**config.mk**
```make
export PLATFORM = sky130hd
export DESIGN_NAME = traffic_light_monitor
export DESIGN_NICKNAME = d
export VERILOG_FILES = /design/src/rtl/traffic_light_monitor.sv
export SDC_FILE = /design/constraint.sdc
export NUM_CORES = 1
export LEC_CHECK = 0
export ABC_AREA = 1
export CORE_ASPECT_RATIO = 0.75
export CORE_MARGIN = 1.5
export CORE_UTILIZATION = 54
export CTS_CLUSTER_DIAMETER = 100
export DETAILED_ROUTE_END_ITERATION = 12
export HOLD_SLACK_MARGIN = 0.08
export MAX_ROUTING_LAYER = met4
export PLACE_DENSITY_LB_ADDON = 0.25
export SLEW_MARGIN = 30
export SYNTH_ARGS = -nofsm -noshare
export SYNTH_HDL_FRONTEND = slang
export SYNTH_SLANG_ARGS = --single-unit
```
**constraint.sdc**
```tcl
create_clock -name clk -period 2 [get_ports clk]
set_input_delay 0.4 -clock clk [delete_from_list [all_inputs] [get_ports clk]]
set_output_delay 0.4 -clock clk [all_outputs]
set_load 0.02 [all_outputs]
```
**src/rtl/traffic_light_monitor.sv**
```systemverilog
`default_nettype none
// ============================================================================
//  Module   : traffic_light_monitor
//  Purpose  : Passive checker on the red/yellow/green lamp lines of a traffic
//             light controller. It decodes the lamps into phases, measures
//             how long each phase lasts, and reports three kinds of error:
//             illegal phase order, wrong dwell time and illegal lamp pattern.
//  Option   : TL_MON_SYNC_EN adds a 2-flop input synchronizer, for a
//             controller on an unrelated clock. Dwell checks then allow a
//             tolerance of +/-1 cycle.
//  Revision : 1.0 - initial release
// ============================================================================
module traffic_light_monitor #(
    parameter int RED_T    = 20,
    parameter int REDYLW_T = 4,
    parameter int GREEN_T  = 20,
    parameter int YELLOW_T = 4,
    parameter int CNT_W    = 8
) (
    input  logic             clk,
    input  logic             rst,
    input  logic             red,
    input  logic             yellow,
    input  logic             green,
    output logic [1:0]       phase,
    output logic             phase_valid,
    output logic [CNT_W-1:0] dwell,
    output logic             err_seq,
    output logic             err_time,
    output logic             err_code,
    output logic             err_sticky,
    output logic [15:0]      cycles
);

    // Phase encodings
    localparam logic [1:0] c_ph_red    = 2'd0;
    localparam logic [1:0] c_ph_redylw = 2'd1;
    localparam logic [1:0] c_ph_green  = 2'd2;
    localparam logic [1:0] c_ph_yellow = 2'd3;

    // FSM states: INIT waits for a legal pattern, FREE times the first
    // (possibly truncated) phase, CHK fully checks every phase.
    localparam logic [1:0] c_s_init = 2'd0;
    localparam logic [1:0] c_s_free = 2'd1;
    localparam logic [1:0] c_s_chk  = 2'd2;

    localparam logic [CNT_W-1:0] c_dwell_max = {CNT_W{1'b1}};
    localparam logic [CNT_W-1:0] c_dwell_one = CNT_W'(1);
    localparam logic [CNT_W-1:0] c_red_t     = CNT_W'(RED_T);
    localparam logic [CNT_W-1:0] c_redylw_t  = CNT_W'(REDYLW_T);
    localparam logic [CNT_W-1:0] c_green_t   = CNT_W'(GREEN_T);
    localparam logic [CNT_W-1:0] c_yellow_t  = CNT_W'(YELLOW_T);

    logic [2:0] r_cur;
    logic       r_svld;

`ifdef TL_MON_SYNC_EN
    // Asynchronous lamps: one extra time of uncertainty on each dwell.
    localparam logic [CNT_W-1:0] c_tol = CNT_W'(1);

    logic [2:0] r_sync1;
    logic       r_vld1;

    // Two-flop synchronizer in front of the sample register; valid follows it.
    always_ff @(posedge clk) begin
        if (rst) begin
            r_sync1 <= 3'b000;
            r_vld1  <= 1'b0;
            r_cur   <= 3'b000;
            r_svld  <= 1'b0;
        end else begin
            r_sync1 <= {red, yellow, green};
            r_vld1  <= 1'b1;
            r_cur   <= r_sync1;
            r_svld  <= r_vld1;
        end
    end
`else
    // Same clock as the controller: dwell checks are exact.
    localparam logic [CNT_W-1:0] c_tol = CNT_W'(0);

    // Single sample register; valid one cycle after reset.
    always_ff @(posedge clk) begin
        if (rst) begin
            r_cur  <= 3'b000;
            r_svld <= 1'b0;
        end else begin
            r_cur  <= {red, yellow, green};
            r_svld <= 1'b1;
        end
    end
`endif

    logic [1:0]       r_state;
    logic [1:0]       r_phase;
    logic             r_pv;
    logic [CNT_W-1:0] r_dwell;
    logic             r_err_seq;
    logic             r_err_time;
    logic             r_err_code;
    logic             r_err_sticky;
    logic [15:0]      r_cycles;

    logic             w_legal;
    logic [1:0]       w_pat;
    logic [CNT_W-1:0] w_exp;
    logic [CNT_W-1:0] w_over_lim;
    logic             w_early;

    logic [1:0]       w_state_n;
    logic [1:0]       w_phase_n;
    logic             w_pv_n;
    logic [CNT_W-1:0] w_dwell_n;
    logic             w_seq_n;
    logic             w_time_n;
    logic             w_code_n;
    logic [15:0]      w_cycles_n;

    // Decode the sampled lamp pattern into a phase and a legality flag.
    always_comb begin
        w_legal = 1'b1;
        w_pat   = c_ph_red;
        case (r_cur)
            3'b100:  w_pat = c_ph_red;
            3'b110:  w_pat = c_ph_redylw;
            3'b001:  w_pat = c_ph_green;
            3'b010:  w_pat = c_ph_yellow;
            default: w_legal = 1'b0;
        endcase
    end

    // Expected dwell of the current phase and the derived overrun/early limits.
    // The early compare is one bit wider so a saturated dwell cannot wrap.
    always_comb begin
        case (r_phase)
            c_ph_red:    w_exp = c_red_t;
            c_ph_redylw: w_exp = c_redylw_t;
            c_ph_green:  w_exp = c_green_t;
            default:     w_exp = c_yellow_t;
        endcase
        w_over_lim = w_exp + c_tol;
        w_early    = ({1'b0, r_dwell} + {1'b0, c_tol}) < {1'b0, w_exp};
    end

    // Next-state logic of the checker FSM and its error pulses.
    always_comb begin
        w_state_n  = r_state;
        w_phase_n  = r_phase;
        w_pv_n     = r_pv;
        w_dwell_n  = r_dwell;
        w_seq_n    = 1'b0;
        w_time_n   = 1'b0;
        w_code_n   = 1'b0;
        w_cycles_n = r_cycles;
        if (r_svld) begin
            if (!w_legal) begin
                // Phase is kept so the last legal phase stays visible.
                w_code_n  = 1'b1;
                w_pv_n    = 1'b0;
                w_dwell_n = '0;
                w_state_n = c_s_init;
            end else if (r_state == c_s_init) begin
                w_phase_n = w_pat;
                w_dwell_n = c_dwell_one;
                w_pv_n    = 1'b1;
                w_state_n = c_s_free;
            end else if (w_pat == r_phase) begin
                if (r_dwell != c_dwell_max) begin
                    w_dwell_n = r_dwell + c_dwell_one;
                end
                // Fires once, on the step past the limit; a late end is not
                // reported again at the transition.
                if (r_dwell == w_over_lim) begin
                    w_time_n = 1'b1;
                end
            end else begin
                if (w_pat != (r_phase + 2'd1)) begin
                    w_seq_n = 1'b1;
                end
                // The first phase after INIT may have started before we saw
                // it, so only fully observed phases get the early-end check.
                if ((r_state == c_s_chk) && w_early) begin
                    w_time_n = 1'b1;
                end
                if ((r_phase == c_ph_yellow) && (w_pat == c_ph_red)) begin
                    w_cycles_n = r_cycles + 16'd1;
                end
                w_phase_n = w_pat;
                w_dwell_n = c_dwell_one;
                w_state_n = c_s_chk;
            end
        end
    end

    // Register FSM state and all outputs.
    always_ff @(posedge clk) begin
        if (rst) begin
            r_state      <= c_s_init;
            r_phase      <= c_ph_red;
            r_pv         <= 1'b0;
            r_dwell      <= '0;
            r_err_seq    <= 1'b0;
            r_err_time   <= 1'b0;
            r_err_code   <= 1'b0;
            r_err_sticky <= 1'b0;
            r_cycles     <= 16'd0;
        end else begin
            r_state      <= w_state_n;
            r_phase      <= w_phase_n;
            r_pv         <= w_pv_n;
            r_dwell      <= w_dwell_n;
            r_err_seq    <= w_seq_n;
            r_err_time   <= w_time_n;
            r_err_code   <= w_code_n;
            r_err_sticky <= r_err_sticky | w_seq_n | w_time_n | w_code_n;
            r_cycles     <= w_cycles_n;
        end
    end

    assign phase       = r_phase;
    assign phase_valid = r_pv;
    assign dwell       = r_dwell;
    assign err_seq     = r_err_seq;
    assign err_time    = r_err_time;
    assign err_code    = r_err_code;
    assign err_sticky  = r_err_sticky;
    assign cycles      = r_cycles;

endmodule
`default_nettype wire

```
==> summary.md <==
| Metric | Value |
|---|---|
| Outcome | finished, final reports clean |
| Hold Crit Depth | 2 |
| Post-synth top cells | nand2_1, inv_1, nand3_1 |
| Synth Area in Simple Gates | between 30% and 40% |
| Final nets | 369 |
| Mapped Avg Cell Area | slightly above 7 um^2 |
| Reg2reg setup slack | roughly 340 ps |
| Slowest CP cell | clkdlybuf4s50_1 |
| Vias in the first global route | between 1500 and 2000 |
| Register area share after synthesis | 32.2% |
| Max Clk Rate | between 500 and 600 MHz |
| Post-cts repair resize count | 0 |
| Filler instances | 385 |
| Layout cell share with drive strength beyond 1 | 13.1% |
| Initial antenna violation count | 0 |
| Worst path required time | around 1600 ps |
| Post-route setup slack | 205 ps |
| Fin. Hold Viols | 0 |
| Die Height | roughly 59 um |
| CTS root buffer | clkbuf_8 |
| Worst-path clk slew | 80 ps |
| Worst Max-Slew Pin Slew | 397 ps |
| PwrDens | around 530 nW/um^2 |
| Crit path cell chain | clkdlybuf4s50_1 |
| Worst-skew pair later-pin latency | approximately 290 ps |
| Die X | 78.3 um |
| Syn nets | 331 |
| Hold Crit Class | reg2reg |
| Slowest stage delay, CP | around 650 ps |
| Clock Sinks | 37 |
| Inserted Diodes | 0 |
| H-tree levels | 2 |
| CTS tree | yes |
| Synth top area share | approximately a third |
| Worst r2r src | phase[0] |
| RSZ-0062 raised after global routing | no |
| Via density | a little over 5 |
| Setup Slack @ Placement | between 300 and 400 ps |
| Io pins | 36 |
| R2R Path End | err_sticky |
| Total of warnings raised by yosys | 0 |
| Synth Register Bits | 37 |
| Buffers added on ports | 35 |
| Asr flop ratio synth | 0% |
| Initial Util | a little under three fifths |
| Worst Hold Launch | r_state[0] |
| Placed instance area | 2690 um^2 |
| Worst Setup Start Kind | flip-flop |
| CTS max path bufs | 2 |
| Post-Place Cells | 405 |
| Core region area | 4050 um^2 |
| Critical Path AT | between 1000 and 1500 ps |
| Critical path fanouts, max | 6 |
| Dominant synthesized flop cell | dfxtp_1 |
| Clock Skews | 8.13 ps |
| MaxCap Viol Count | 0 |
| R2R depth | 10 |
| Pleak | approximately 1.1 nW |
| Most common cell in the netlist | nand2_1 |
| Cell area after synthesis | between 2000 and 2500 um^2 |
| Detailed placement HPWL | around 3.8 mm |
| Cells after Synth | 319 |
| Setup-failing EPs final | 0 |
| Dominant cells by area after synthesis | dfxtp_1, nand2_1, nand3_1 |
| Endpoint type of the worst setup path | output port |
| Area leader, netlist | dfxtp_1 |
| Utilization of the core after routing | approximately 68% |
| Iter 0 DRT Violations | 107 |
| Maximum vdd drop | a little over 400 uV |
| GRT Total Usage | 25.4% |
| Crit path buf inv count | 1 |
| CP delay by family, top | buffers and inverters |
| Routability cong. | approximately 0.88 |
| Max_slew headroom | between 70% and 80% |
| Global-route wire length before repair | slightly below 9 mm |
| Cell variety after synth | 32 |
| Non-Filler Instances | about 410 |
| WS Path Type | reg2out |
| Layout area overhead | 20.6% |
| Grt total ovfl | 0 |
| XOR/XNOR Fraction of Synth Area | 5.28% |
| Number of synthesized flops with an enable pin | 0 |
| Final instance area | ~2800 um^2 |
| Max-slew violations | 0 |
| DRC violations left | 0 |
| Post-Route WL | roughly 5.1 mm |
| Synth Area in Compound Gates | under 10% |
| CTS Hold Buffers Added | 0 |
| CTS buffer count | 5 |
| Hold Path Sink | r_state[0] |
| Vias | 2103 |
| Setup bufs post-CTS | 0 |
| Die area | around 4700 um^2 |
| Main combinational cell family by area after synthesis | simple AND/OR/NAND/NOR gates |
| Rows | 20 |
| TNS Setup | 0 ps |
| Fin crit share | between 80% and 90% |
| Detail Route Antenna Nets | 0 |
| Post-layout minimum cycle time | ~1800 ps |
| Mux cell area share after synthesis | 0% |
| Largest net degree at the start of global routing | 19 |
| Synth Area in Adders | 3.81% |
| Levels on crit path | 1 |
| WL per Instance | ~12 um |
| Drt first pass iters | 4 |
==> cell families after synthesis <==
logic type,Yosys count
and+or+nand+nor,172
buffers and inverters,59
adders and majority gates,7
DFF,37
xor gates and xnor gates,13
AOI/OAI and AO/OA,31
==> worst max-delay path by stage <==
stage,start,end
3_3_place_gp,phase[0],err_sticky
5_1_grt,phase[0],err_sticky
2_1_floorplan,cycles[0],cycles[14]
3_5_place_dp,phase[0],err_sticky
6_report,phase[1],phase[1]
4_1_cts,phase[1],phase[1]
==> through the flow <==
stage | hold WS (ps) | power (mW)
2_1_floorplan | 453 | 0.928
3_3_place_gp | 464 | 0.978
3_5_place_dp | 479 | 0.984
4_1_cts | 489 | 1.49
5_1_grt | 504 | 1.55
6_report | 496 | 1.48
==> routing by layer <==
metal  global-route usage, %  routed length, um
met1                    35.2               2520
met2                    37.4               2170
met3                    5.08                377
met4                    7.65                 48
met5                       -                  0
==> cell usage in the layout (no fill, tap or decap) <==
cell	count
a21oi_1	13
a21oi_2	9
buf_4	4
clkbuf_1	1
clkbuf_8	5
clkdlybuf4s50_1	35
clkinv_2	2
dfxtp_1	37
ha_1	7
inv_1	47
inv_2	4
nand2_1	65
nand2_2	2
nand2_4	6
nand3_1	38
nand3_2	4
nand3_4	2
nand4_1	4
nand4_4	1
nor2_1	35
nor2_2	1
nor2_4	1
nor2_8	2
nor3_1	7
nor3_2	1
nor3b_1	2
o211ai_1	3
o21ai_0	5
o21ai_4	1
or2_2	1
xnor2_1	2
xor2_1	10
xor2_2	1
==> flip-flops by register name, indices dropped and copies added (netlist names) <==
register	flops
cycles	16
err_time	1
err_sticky	1
r_svld	1
err_code	1
r_state	2
phase	2
r_cur	3
phase_valid	1
dwell	8
err_seq	1
==> final cells by class <==
type                    count  area (um^2)  area share, %
clock buffers               6         72.6           2.62
clock inverters             2         10.0          0.361
inverters                  51          191           6.91
multi-input cells         223         1310           47.2
flip-flops and latches     37          741           26.7
well taps                  55         68.8           2.48
repair buffers             39          380           13.7
==> where the power goes <==
part / switching [mW] / leakage (nW) / internal [mW]
Clock: 0.270 / 0.0450 / 0.242
Sequential: 0.0148 / 0.300 / 0.751
Combinational: 0.128 / 0.773 / 0.0724
Total: 0.413 / 1.12 / 1.07
(Power assumes the default switching activity.)
